==> config.mk <==
export PLATFORM = sky130hd
export DESIGN_NAME = ifft_8p_seq
export DESIGN_NICKNAME = d
export VERILOG_FILES = /design/src/rtl/dsp_pkg.sv /design/src/rtl/bfly_2p.sv /design/src/rtl/ifft_8p_seq.sv
export SDC_FILE = /design/constraint.sdc
export NUM_CORES = 2
export LEC_CHECK = 0
export ABC_AREA = 1
export BUFFER_PORTS_ARGS = -buffer_cell sky130_fd_sc_hd__buf_2
export CORE_MARGIN = 3
export CORE_UTILIZATION = 32
export DETAILED_ROUTE_END_ITERATION = 8
export GPL_TIMING_DRIVEN = 0
export PLACE_DENSITY_LB_ADDON = 0.05
export SKIP_CTS_REPAIR_TIMING = 1
export SYNTH_ARGS = -nofsm -noshare
export SYNTH_HDL_FRONTEND = slang
export SYNTH_HIERARCHICAL = 1
export SYNTH_SLANG_ARGS = --single-unit
==> constraint.sdc <==
create_clock -name clk -period 16.1 [get_ports clk]
set_clock_uncertainty 0.2 [all_clocks]
set_input_delay 4.83 -clock clk [delete_from_list [all_inputs] [get_ports clk]]
set_output_delay 4.83 -clock clk [all_outputs]
set_load 0.01 [all_outputs]
==> src/rtl/dsp_pkg.sv <==
// Shared DSP types and constants: complex word, Q8 twiddles for both transform
// directions, 3-bit bit reversal and the FSM state type of the sequential IFFT.
package dsp_pkg;

  localparam int DW     = 16;
  localparam int Q_FRAC = 8;

  typedef struct packed {
    logic signed [DW-1:0] re;
    logic signed [DW-1:0] im;
  } cplx_t;

  // Index t selects W^t of an 8-point transform; element [0] is t=0.
  localparam logic [3:0][DW-1:0] TW_FWD_RE = {16'hff4b, 16'h0000, 16'h00b5, 16'h0100};
  localparam logic [3:0][DW-1:0] TW_FWD_IM = {16'hff4b, 16'hff00, 16'hff4b, 16'h0000};
  localparam logic [3:0][DW-1:0] TW_INV_RE = {16'hff4b, 16'h0000, 16'h00b5, 16'h0100};
  localparam logic [3:0][DW-1:0] TW_INV_IM = {16'h00b5, 16'h0100, 16'h00b5, 16'h0000};

  typedef enum logic {ST_IDLE, ST_COMPUTE} ifft_state_t;

  function automatic logic [2:0] bitrev3(input logic [2:0] k);
    return {k[0], k[1], k[2]};
  endfunction

endpackage

==> src/rtl/bfly_2p.sv <==
// Radix-2 complex butterfly: y0 = a + w*b, y1 = a - w*b, Q8 product truncated,
// wrapping DW-bit add/sub. Purely combinational.
module bfly_2p
  import dsp_pkg::*;
(
  input  cplx_t i_a,
  input  cplx_t i_b,
  input  cplx_t i_w,
  output cplx_t o_y0,
  output cplx_t o_y1
);

  logic signed [2*DW-1:0] w_br, w_bi, w_wr, w_wi;
  logic signed [2*DW-1:0] w_pr, w_pi;
  cplx_t                  w_m;

  assign w_br = {{DW{i_b.re[DW-1]}}, i_b.re};
  assign w_bi = {{DW{i_b.im[DW-1]}}, i_b.im};
  assign w_wr = {{DW{i_w.re[DW-1]}}, i_w.re};
  assign w_wi = {{DW{i_w.im[DW-1]}}, i_w.im};

  // Full-width product, then drop the Q8 fraction with an arithmetic shift.
  assign w_pr = (w_br * w_wr - w_bi * w_wi) >>> Q_FRAC;
  assign w_pi = (w_br * w_wi + w_bi * w_wr) >>> Q_FRAC;

  assign w_m.re = w_pr[DW-1:0];
  assign w_m.im = w_pi[DW-1:0];

  assign o_y0.re = i_a.re + w_m.re;
  assign o_y0.im = i_a.im + w_m.im;
  assign o_y1.re = i_a.re - w_m.re;
  assign o_y1.im = i_a.im - w_m.im;

endmodule

==> src/rtl/ifft_8p_seq.sv <==
// 8-point radix-2 DIT inverse FFT on one time-shared butterfly (12 compute cycles).
// Define IFFT_8P_SCALE_EN to halve every butterfly output (true IDFT, 1/8 overall).
module ifft_8p_seq
  import dsp_pkg::*;
#(
  parameter int DATA_WIDTH = 16,
  parameter int N          = 8
) (
  input  logic                           clk,
  input  logic                           arst_n,
  input  logic                           start,
  output logic                           busy,
  output logic                           done,
  input  logic [N-1:0][DATA_WIDTH-1:0]   X_real,
  input  logic [N-1:0][DATA_WIDTH-1:0]   X_imag,
  output logic [N-1:0][DATA_WIDTH-1:0]   x_real,
  output logic [N-1:0][DATA_WIDTH-1:0]   x_imag
);

  if (N != 8 || DATA_WIDTH != DW) begin : g_cfg_err
    $error("ifft_8p_seq supports only N=8 and DATA_WIDTH=16");
  end

  ifft_state_t                   r_state;
  logic [1:0]                    r_s;
  logic [1:0]                    r_b;
  cplx_t [N-1:0]                 r_buf;
  logic                          r_busy;
  logic                          r_done;
  logic [N-1:0][DATA_WIDTH-1:0]  r_xr;
  logic [N-1:0][DATA_WIDTH-1:0]  r_xi;

  logic [2:0] w_h, w_lo, w_top, w_bot;
  logic [1:0] w_t;
  logic       w_finish, w_accept;
  cplx_t      w_tw, w_bf0, w_bf1, w_y0, w_y1;

  // Stage s == 3 is the extra cycle that publishes the finished buffer.
  assign w_finish = (r_state == ST_COMPUTE) && (r_s == 2'd3);
  assign w_accept = start && ((r_state == ST_IDLE) || w_finish);

  always_comb begin
    w_h   = 3'd1 << r_s;
    w_lo  = {1'b0, r_b} & (w_h - 3'd1);
    w_top = ((({1'b0, r_b}) >> r_s) << (r_s + 2'd1)) | w_lo;
    w_bot = w_top + w_h;
    w_t   = 2'(w_lo << (2'd2 - r_s));
  end

  assign w_tw.re = TW_INV_RE[w_t];
  assign w_tw.im = TW_INV_IM[w_t];

  bfly_2p u_bfly (
    .i_a  (r_buf[w_top]),
    .i_b  (r_buf[w_bot]),
    .i_w  (w_tw),
    .o_y0 (w_bf0),
    .o_y1 (w_bf1)
  );

  always_comb begin
    w_y0 = w_bf0;
    w_y1 = w_bf1;
`ifdef IFFT_8P_SCALE_EN
    w_y0.re = w_bf0.re >>> 1;
    w_y0.im = w_bf0.im >>> 1;
    w_y1.re = w_bf1.re >>> 1;
    w_y1.im = w_bf1.im >>> 1;
`endif
  end

  always_ff @(posedge clk or negedge arst_n) begin
    if (!arst_n) begin
      r_state <= ST_IDLE;
      r_s     <= '0;
      r_b     <= '0;
      r_buf   <= '0;
      r_busy  <= 1'b0;
      r_done  <= 1'b0;
      r_xr    <= '0;
      r_xi    <= '0;
    end else begin
      r_done <= 1'b0;
      case (r_state)
        ST_IDLE: ;
        ST_COMPUTE: begin
          if (w_finish) begin
            for (int k = 0; k < N; k++) begin
              r_xr[k] <= r_buf[k].re;
              r_xi[k] <= r_buf[k].im;
            end
            r_done  <= 1'b1;
            r_busy  <= 1'b0;
            r_state <= ST_IDLE;
          end else begin
            r_buf[w_top] <= w_y0;
            r_buf[w_bot] <= w_y1;
            r_b          <= r_b + 2'd1;
            if (r_b == 2'd3) r_s <= r_s + 2'd1;
          end
        end
        default: r_state <= ST_IDLE;
      endcase
      // A start on the publishing cycle chains the next frame without a gap.
      if (w_accept) begin
        for (int k = 0; k < N; k++)
          r_buf[k] <= '{re: X_real[bitrev3(3'(k))], im: X_imag[bitrev3(3'(k))]};
        r_s     <= '0;
        r_b     <= '0;
        r_busy  <= 1'b1;
        r_state <= ST_COMPUTE;
      end
    end
  end

  assign busy   = r_busy;
  assign done   = r_done;
  assign x_real = r_xr;
  assign x_imag = r_xi;

endmodule
# Word-level counts from Yosys, hierarchy flattened
# Cells that the tools add are included.
# totals
reg_bits	519
elab_cells	111
out_inout_bits	258
# op_classes
n_reduce_logical	12
n_eq_ne	3
n_mux	32
add_sub_neg	11
n_lt_le_gt_ge	5
n_bitwise	3
n_shift	4
mul	4
# ops
cell	count
256-bit 2-to-1 mux	3
256-bit bitwise mux	2
32-bit binary-select mux with 3-bit select	2
32-bit demux with 3-bit select	2
32-bit 2-to-1 mux	4
16-bit by 16-bit multiplier with 24-bit output	4
16-bit binary-select mux with 2-bit select	2
16-bit adder	2
16-bit 2-to-1 mux	2
16-bit subtractor	2
24-bit adder	1
24-bit subtractor	1
2-bit 2-to-1 mux	7
3-bit by 4-bit less-than comparator with 1-bit output, second input constant	2
1-bit 2-to-1 mux	8
3-bit by 1-bit >= comparator with 1-bit output, second input constant	2
2-bit AND reduction	3
2-bit nonzero test	3
2-bit by 1-bit adder with 2-bit output, second input constant	2
2-bit equality test, second input constant	2
1-bit logical AND	4
3-bit adder	1
2-bit by 3-bit AND with 3-bit output	1
2-bit by 3-bit less-than comparator with 1-bit output, second input constant	1
11 further kinds	11

# Longest topological paths before layout
# depth
word_depth	15
ltp_mapped	70

# Hierarchy
# The synthesis kept the hierarchy.
# modules_own_cells
module	cells_per_inst	n_inst	seq_area_each_um2	area_per_inst_um2
bfly_2p	4615	1	0.0	35021.1
ifft_8p_seq	4865	1	12987.5	31773.0

# Worst setup path before layout
# Ideal clock, no wire load.
# synth_path
kind	register to register
startpoint	register r_s[0]
endpoint	register r_buf[158] in the netlist's numbering
setup_slack_ps	4147
stages_incl_launch_ff	61
setup_time_ps	65
arrival_ps	11688
period_less_slack_ps	11953
path_cell_list	dfrtp_1 > inv_2 > ha_1 > nor2_1 > nand2_1 > nand2_2 > buf_6 > buf_4 > buf_4 > buf_2 > ha_1 > inv_1 > fa_1 > buf_2 > inv_1 > buf_2 > buf_2 > buf_1 > (+25 left out) > a31oi_1 > xor2_1 > inv_1 > ha_1 > buf_2 > inv_1 > nor3_1 > nand3b_1 > o2111ai_1 > a21oi_1 > o21ai_0 > xor2_1 > inv_1 > nor3_1 > nand2_1 > nand3_1 > nand2_1 > nand2_1
# synth_rtl
element	line	source
start: declaration	ifft_8p_seq.sv:25	logic [1:0] r_s;
start signal: assignment	ifft_8p_seq.sv:99	if (r_b == 2'd3) r_s <= r_s + 2'd1;
end signal: indexed assignment	ifft_8p_seq.sv:96	r_buf[w_top] <= w_y0;
end signal: indexed assignment	ifft_8p_seq.sv:97	r_buf[w_bot] <= w_y1;
end signal: indexed assignment	ifft_8p_seq.sv:107	r_buf[k] <= '{re: X_real[bitrev3(3'(k))], im: X_imag[bitrev3(3'(k))]};
end: declaration	ifft_8p_seq.sv:27	cplx_t [N-1:0] r_buf;

==> reports/metrics.yaml <==
violations: "max-capacitance violations, max-slew violations"
clkSinkCount: 519
die_width_um: 462.9
port_buffers: 516
totalWireLength_um: 390100
hold_violations: 0
drc: 0
required_ns: 16.51
relSlewSlack: -0.02548
slowest_stage: "xor2_2"
grt_pass1_wl_um: 533800
timing.hold.ws_ns: 0.2748
worstSetupStartpointType: "flip-flop"
cp_common_cell: "nand2_1"
start_util: 0.3222
fin_crit_sh: 0.9926
synth-async-reset-ratio: 1.000
synth_edf_count: 0
vias: 67480
design.die.area_um2: 214200
rsz0062_at_grt: "false"
hold_class: "flip-flop to flip-flop"
cpLargestDelayFamily: "adder cells"
ys_warn_count: 6
rows: 167
fin_crit_ns: 15.98
antenna_found_initial: 44
setup_viol: 0
place_area_um2: 73250
tightest_slew_ns: 1.538
max_stage_delay_ns: 0.69
grt_usage: 0.3570
drive_gt1_frac: 0.1103
numCtsBuffers: 59
clock_latency_ns: 0.69
cts_tree: "built"
syn_area_um2: 66790
drt_pass1_iterations: 9
syn_area_per_cell_um2: 7.046
pin_count: 517
detail-route-antenna-nets: 0
fp.coreArea_um2: 207300
cp_data_arrival_time_ns: 16.39
fin_nets: 11530
ys_seq_elements: 519
gp_congestion: 1.042
critical_path_class: "flip-flop to flip-flop"
cts-root-buf: "clkbuf_16"
grt_start_max_net_pins: 111
final-max-slew-violation-count: 22
crit_fanout: 10
clk_pin_slew_ns: 0.07
end_kind: "flip-flop"
grt_overflow_total: 0
wire_per_inst_um: 30.12
post-route-util: 0.3667
max_freq_mhz: 62.58
maxCapViolCount: 3
dp_hpwl_um: 325600
dieHeight_um: 462.9
synth.distinct_cells: 60
layoutNonFillerInstCount: 12950
syn2layout_area_growth_pct: 13.81
netlist_instances: 9480
viasPerCell: 5.210
seq_area_frac_synth: 0.1944
path_buf_inv: 17
dp_cells: 12830
first_iter_violations: 8693
h-tree-depth: 2
grt_pass1_vias: 65290
clockBufferDepth: 3
status: "complete, but fails checks"
synth_ff_type: "dfrtp_1"
final_area_um2: 76020
cell type report:
class / instances / area [um2]
Antenna cell: 12 / 30.03
Buffer: 589 / 2846
Clock buffer: 83 / 1759
Clock inverter: 23 / 347.8
Fill cell: 23020 / 131300
Inverter: 1855 / 6973
Multi-Input combinational cell: 6547 / 44690
Sequential cell: 519 / 12990
Tap cell: 2788 / 3488
Timing Repair Buffer: 534 / 2900
state kept, by name (all words and copies together), names as in the netlist:
name     count
r_state      1
done         1
r_b          2
busy         1
x_real     128
r_s          2
x_imag     128
r_buf      256
worst paths after layout:
| path | start | to | slack (ns) | depth (start not counted) |
|---|---|---|---|---|
| setup reg to reg | r_s[1] | r_buf[140] | 0.12 | 57 |
| min in group asynchronous | arst_n | x_imag[5] | 3.95 | 1 |
| setup / recovery | r_s[1] | r_buf[140] | 0.12 | 57 |
| hold reg to reg | x_real[124] | x_real[124] | 0.27 | 2 |
| hold / removal | x_real[124] | x_real[124] | 0.27 | 2 |
| max in group asynchronous | arst_n | x_real[104] | 9.63 | 4 |
cells by family (layout without fill, tap and decap cells):
| family | count (synthesis) | in the layout | share of synthesized area |
|---|---|---|---|
| xor+xnor | 104 | 104 | 0.01386 |
| fa+ha+maj | 1163 | 1163 | 0.3115 |
| buf+inv | 2448 | 3084 | 0.1438 |
| compound gates | 705 | 705 | 0.05693 |
| other cells | 1 | 47 | 0.00005614 |
| simple gates | 4540 | 4540 | 0.2794 |
| flops | 519 | 519 | 0.1944 |
layer usage:
layer  GRT usage  wire length [um]  share of wire  vias to the layer above
met2      0.4774            150000           0.38                     3616
met4      0.1014             13230          0.034                       20
met5    0.002897               230        0.00059                        -
met1      0.5423            180000           0.46                    33890
li1            -                 -              -                    29510
met3      0.1103             46640           0.12                      431
synth_stat cells (22+ instances only):
cell         n  area, um2
ha_1       330       4129
buf_4       22      165.2
inv_1     1831       6873
nor2_1     783       2939
dfrtp_1    519      12990
clkbuf_2    25      125.1
buf_1       32      120.1
nand2_2     27      168.9
a21o_1      31      232.7
nand4_1    179       1120
fa_1       833      16680
clkbuf_1   340       1276
nor3_1      45      225.2
o21ai_0    408       2042
o22ai_1     26      162.7
buf_2      161      805.8
a21oi_1    174      870.8
nand3_1    576       2883
nand2_1   2868      10770
xor2_1      81      709.4
per-stage QoR:
stage | TNS [ns] | setup slack (ns)
floorplan | 0 | 4.147
global placement | -1242.32 | -2.254
detailed placement | -187.50 | -1.979
CTS | -198.28 | -2.025
global route | 0 | 0.009743
finish | 0 | 0.1196
worst register-to-register path: cells and delay by family (launching register included):
kind | cells | cell delay [ns]
buffers and inverters | 17 | 4.36
AOI/OAI and AO/OA | 6 | 1.53
adders and majority gates | 12 | 5.47
DFF | 1 | 0.54
and+or+nand+nor | 21 | 3.10
xor gates and xnor gates | 1 | 0.70
layout by cell type (no fill, tap or decap), types with 61 or more instances in the layout:
master	Yosys	routed
buf_2	161	677
a21oi_1	174	164
dfrtp_1	519	518
nand4_1	179	179
clkbuf_16	0	61
nor2_1	783	782
nand3_1	576	570
fa_1	833	833
ha_1	330	328
clkbuf_1	340	249
clkbuf_2	25	91
o21ai_0	408	405
nand2_1	2868	2864
inv_1	1831	1829
Power is left out: the tool's default activity adds up to more than one toggle a clock period on the data nets, which glitch-free logic cannot reach.
